File: config.mk
export PLATFORM = sky130hd
export DESIGN_NAME = mem_arbiter
export DESIGN_NICKNAME = d
export VERILOG_FILES = /design/src/rtl/mem_arbiter.sv
export SDC_FILE = /design/constraint.sdc
export NUM_CORES = 1
export LEC_CHECK = 0
export ABC_AREA = 1
export CORE_AREA = 2 2 207 209
export CTS_BUF_LIST = sky130_fd_sc_hd__clkbuf_2
export CTS_CLUSTER_SIZE = 28
export DETAILED_ROUTE_END_ITERATION = 8
export DIE_AREA = 0 0 209 211
export PLACE_DENSITY = 0.48
export SYNTH_ARGS = -nofsm -noshare
export SYNTH_HDL_FRONTEND = slang
export SYNTH_SLANG_ARGS = --single-unit
File: constraint.sdc
create_clock -name clk -period 1.9 [get_ports clk]
set_input_delay 0.285 -clock clk [delete_from_list [all_inputs] [get_ports clk]]
set_output_delay 0.285 -clock clk [all_outputs]
set_load 0.01 [all_outputs]
File: src/rtl/mem_arbiter.sv
// Two-requester arbiter sharing one variable-latency memory port between IFU and LSU.
// LSU has priority, a streak limit keeps IFU from starving, and a watchdog aborts hung transactions.
module mem_arbiter #(
  parameter int MAX_LS_STREAK = 4,
  parameter int TIMEOUT       = 255
) (
  input  logic        clk,
  input  logic        rst,
  input  logic        if_req,
  input  logic [63:0] if_addr,
  output logic        if_ack,
  output logic [63:0] if_rdata,
  output logic        if_err,
  input  logic        ls_req,
  input  logic        ls_we,
  input  logic [63:0] ls_addr,
  input  logic [63:0] ls_wdata,
  input  logic [7:0]  ls_wmask,
  output logic        ls_ack,
  output logic [63:0] ls_rdata,
  output logic        ls_err,
  output logic        mem_req,
  output logic        mem_we,
  output logic [63:0] mem_addr,
  output logic [63:0] mem_wdata,
  output logic [7:0]  mem_wmask,
  input  logic        mem_ack,
  input  logic [63:0] mem_rdata
);

  localparam int SW = ($clog2(MAX_LS_STREAK + 1) < 3) ? 3 : $clog2(MAX_LS_STREAK + 1);
  localparam logic [SW-1:0] STREAK_MAX = SW'(MAX_LS_STREAK);
  localparam logic [15:0]   WD_LIMIT   = 16'(TIMEOUT);

  // state   | meaning
  // IDLE    | no transaction, arbitrate each cycle
  // GNT_IF  | IFU transaction in flight
  // GNT_LS  | LSU transaction in flight
  // RECOVER | one-cycle settle after completion or abort
  typedef enum logic [1:0] {IDLE, GNT_IF, GNT_LS, RECOVER} state_t;

  state_t        state;
  logic [SW-1:0] streak;
  logic [15:0]   wdog;
  logic          in_if, in_ls, wd_expired;

  assign in_if      = (state == GNT_IF) && !rst;
  assign in_ls      = (state == GNT_LS) && !rst;
  // A real ack in the timeout cycle wins over the abort.
  assign wd_expired = (wdog == WD_LIMIT) && !mem_ack;

  assign if_ack   = in_if && (mem_ack || wd_expired);
  assign if_err   = in_if && wd_expired;
  assign if_rdata = (in_if && mem_ack) ? mem_rdata : '0;
  assign ls_ack   = in_ls && (mem_ack || wd_expired);
  assign ls_err   = in_ls && wd_expired;
  assign ls_rdata = (in_ls && mem_ack) ? mem_rdata : '0;

  always_ff @(posedge clk) begin
    if (rst) begin
      state     <= IDLE;
      mem_req   <= 1'b0;
      mem_we    <= 1'b0;
      mem_addr  <= '0;
      mem_wdata <= '0;
      mem_wmask <= '0;
      streak    <= '0;
      wdog      <= '0;
    end else begin
      case (state)
        IDLE: begin
          // Saturated streak only yields to IFU when IFU is actually waiting.
          if (ls_req && (streak < STREAK_MAX || !if_req)) begin
            state     <= GNT_LS;
            mem_req   <= 1'b1;
            mem_we    <= ls_we;
            mem_addr  <= ls_addr;
            mem_wdata <= ls_wdata;
            mem_wmask <= ls_wmask;
            wdog      <= '0;
            if (if_req)
              streak <= (streak == STREAK_MAX) ? streak : streak + 1'b1;
            else
              streak <= '0;
          end else if (if_req) begin
            state     <= GNT_IF;
            mem_req   <= 1'b1;
            mem_we    <= 1'b0;
            mem_addr  <= if_addr;
            mem_wdata <= '0;
            mem_wmask <= 8'hFF;
            wdog      <= '0;
            streak    <= '0;
          end
        end
        GNT_IF, GNT_LS: begin
          if (mem_ack || wdog == WD_LIMIT) begin
            mem_req <= 1'b0;
            state   <= RECOVER;
          end else begin
            wdog <= wdog + 16'd1;
          end
        end
        RECOVER: state <= IDLE;
        default: state <= IDLE;
      endcase
    end
  end

endmodule

==> summary.txt <==
Setup path
  • Setup CP Type: reg -> out
  • Worst r2r path cells: 14
  • Worst-path fanout max: 8
  • Reg-to-Reg End: wdog[1]
  • Worst EP arrival: 2.29 ns
  • Startpoint types: register
  • CP Data Required Time: 1.62 ns
  • Critical Path Source: state[1]
  • Worst R2R Setup Slack: 0.08 ns
  • Element type at the critical path end: output pin
  • CP endpoint: ls_rdata[39]
  • R2r startpoint: wdog[4]

Cells and area
  • Share of cells above drive strength 1: 33.7%
  • Layout Nets: 2201
  • Sequential cell area: 3350 um^2
  • Filler instances: 4029
  • Final instance area: 18000 um^2
  • Multi-input gate area: 4550 um^2
  • Area grow syn2layout: 145%

Place
  • Area after DPL: 13800 um^2
  • I/O Buffers: 539
  • Final HPWL DP: 31000 um
  • Placer Congestion: 0.861

STA
  • Worst setup margin: -0.673 ns
  • Slew @ Worst Pin: 0.903 ns
  • Final setup fails: 132
  • Period utilisation layout: 135%
  • Fin crit period: 2.57 ns
  • Final Hold Vio Count: 0
  • Fmax: 389 MHz
  • Slew HR: 39.8%
  • Setup_tns: -73.51 ns
  • RSZ-0062 raised after global routing: yes
  • Fin. max-slew vios: 0
  • Worst clock skew: 0.0437 ns

Synth
  • Syn nets: 1401
  • Share of the synthesized area in the top cell type: 43.2%
  • Yosys reg bits: 159
  • Mapped cell area: 7370 um^2
  • EDFF count, synth: 0
  • Commonest register cell after synthesis: dfxtp_1
  • Yosys warnings: 0
  • Yosys top cell by area: dfxtp_1
  • Unique masters post-synth: 22
  • Syn_area_per_cell: 6.55 um^2
  • Top post-synthesis cells by area: dfxtp_1 43%, nand2_1 17%, nor2_1 9.2%
  • Post-synth ARST share: 0%
  • Sequential share of the synthesized area: 43.2%
  • Synth Instances: 1124

Hold path
  • Hold WC Path Type: in -> reg

Detailed routing
  • Post-route ant nets: 0
  • Drt pass-1 iters: 5
  • Initial drt markers: 527
  • Vias per std cell: 4.33
  • # DRC: 0
  • Total number of vias: 10800
  • Routed len/inst: 18.8 um
  • Final WL: 46600 um

Clock tree
  • Clock Path Buffers: 2
  • CTS tree: built
  • H-tree Lvls: 4
  • Number of buffers created by CTS: 17
  • Clock Latency Late Sink: 0.83 ns
  • Clock slew at reported path FFs: 0.25 ns
  • Root Buffer Master: clkbuf_2
  • Clk sink count: 159

Die
  • Die H: 211 um
  • Die width: 209 um
  • IO Pins: 540
  • Core area: 41800 um^2
  • Initial Utilization: 17.6%
  • Row count: 75
  • Die area: 44100 um^2

Global routing
  • Vias in the first global route: 10800
  • Met3 usage: 4.67%
  • Initial antenna violation count: 13
  • All-Layer GR Usage: 20.0%
  • Met2 GRT Util: 38.2%
  • First-pass GRT wire length: 66400 um
  • Met1 GRT Util: 20.2%
  • Top Usage Layer GRT: met2
  • Largest net degree at the start of global routing: 85
  • Grt ovf: 0

Run status
  • Status: complete, but fails checks
  • Violated checks: setup timing

Run
  • Max Cap Viol: 0

Power and ir drop
  • Peak supply drop: 0.000520 V
  • P per Cell Area: 903 nW/um^2
  • Pleak: 7.47 nW
layer usage:
layer	wire length (um)	vias up	part of all wire, %
li1	-	5212	-
met1	16800	5005	36
met2	24900	468	53
met3	2760	85	5.9
met4	2150	0	4.6
met5	0	-	0
stage by stage:
step                std cells  worst slack (ns)  hold slack, ns  util, %  power, W
floorplan                1124             0.168           0.424        -   0.00810
global placement         2195            -0.430           0.446     33.1    0.0126
detailed placement       2195            -0.476           0.449     33.1    0.0126
CTS                      2466            -0.842         0.00235     40.1    0.0155
global route             2485            -0.856          0.0593     43.2    0.0174
finish                   2485            -0.673           0.121     43.2    0.0163
layout make-up:
| cell class | instances | share of cell area (%) |
|---|---|---|
| inverter | 94 | 2.01 |
| timing repair buffer | 858 | 48.9 |
| tap | 539 | 3.74 |
| clock buffer | 19 | 0.527 |
| antenna | 10 | 0.139 |
| clock inverter | 12 | 0.875 |
| sequential | 159 | 18.6 |
| multi-input combinational | 794 | 25.2 |
worst min path at each step:
stage	slack [ns]	end	cells after the start	startpoint
floorplan	0.42	mem_wmask[7]	2	ls_wmask[7]
global placement	0.45	mem_wdata[12]	2	mem_wdata[12]
detailed placement	0.45	mem_wdata[39]	2	mem_wdata[39]
CTS	0.002	mem_wmask[1]	3	ls_wmask[1]
global route	0.06	mem_wmask[1]	3	ls_wmask[1]
finish	0.12	mem_wmask[1]	3	ls_wmask[1]
where the power goes:
group | switching, W | internal [W] | leakage (nW)
registers | 0.000445 | 0.00436 | 1.36
logic | 0.00489 | 0.00446 | 5.96
clock network | 0.00138 | 0.000750 | 0.145
total | 0.00671 | 0.00957 | 7.47
registers in the layout, indices dropped and copies added (netlist names):
register   count
mem_we         1
state          2
wdog          16
mem_req        1
mem_wmask      8
mem_wdata     64
mem_addr      64
streak         3
cell families (layout without fill, tap and decap cells):
| family | after synthesis | count (layout) | share of synthesized area, % |
|---|---|---|---|
| and+or+nand+nor | 557 | 557 | 29.4 |
| AOI/OAI and AO/OA | 228 | 228 | 16.9 |
| buffers and inverters | 171 | 983 | 9.02 |
| DFF | 159 | 159 | 43.2 |
| adders and majority gates | 7 | 7 | 1.19 |
| xor gates and xnor gates | 2 | 2 | 0.238 |
| other | 0 | 10 | 0 |
worst max-delay path: stages, from the launching register on:
cell and delay (ns):
dfxtp_2 0.40, buf_6 0.10, ha_4 0.15, nand3_4 0.12
buf_12 0.19, buf_16 0.16, buf_6 0.13, nor2_4 0.10
buf_6 0.11
cells in the final DEF (no fill, tap or decap), types with 4 or more instances in the layout:
cell type	Yosys	layout
nand2_1	324	320
clkdlybuf4s50_1	0	268
dlygate4sd3_1	0	200
buf_6	1	143
dfxtp_2	0	131
nor2_4	0	111
inv_1	90	85
o21ai_0	78	78
a21oi_1	79	77
a31oi_1	66	66
buf_2	12	65
nor2_1	180	54
buf_4	0	52
clkdlybuf4s15_1	0	51
clkdlybuf4s15_2	0	41
dfxtp_1	159	28
nand3_1	32	27
clkbuf_2	0	20
buf_12	0	20
nor2_2	0	15
buf_16	0	13
diode_2	0	10
nor3_1	12	9
inv_2	2	5
nand3_4	0	5
nand4_1	5	5
inv_6	0	4
clkinvlp_4	0	4
cells in the mapped netlist (all sizes together) (5+ instances only):
cell and number:
a21oi 79, ha 7, clkbuf 64, nor2 180, nand4 5, nand2 326, inv 92, o21ai 79
dfxtp 159, nand3 32, nor3 12, buf 13, a31oi 66
repair_timing:
action                                  4_1_cts  5_1_grt
hold buffers                                200        0
hold endpoints to repair                    136        0
resized for setup                          1208      304
pin swaps                                     6       11
cloned                                       14        2
setup buffers                                26       11
endpoints found under the setup margin      272      195
Power figures use the tool's default switching activity.
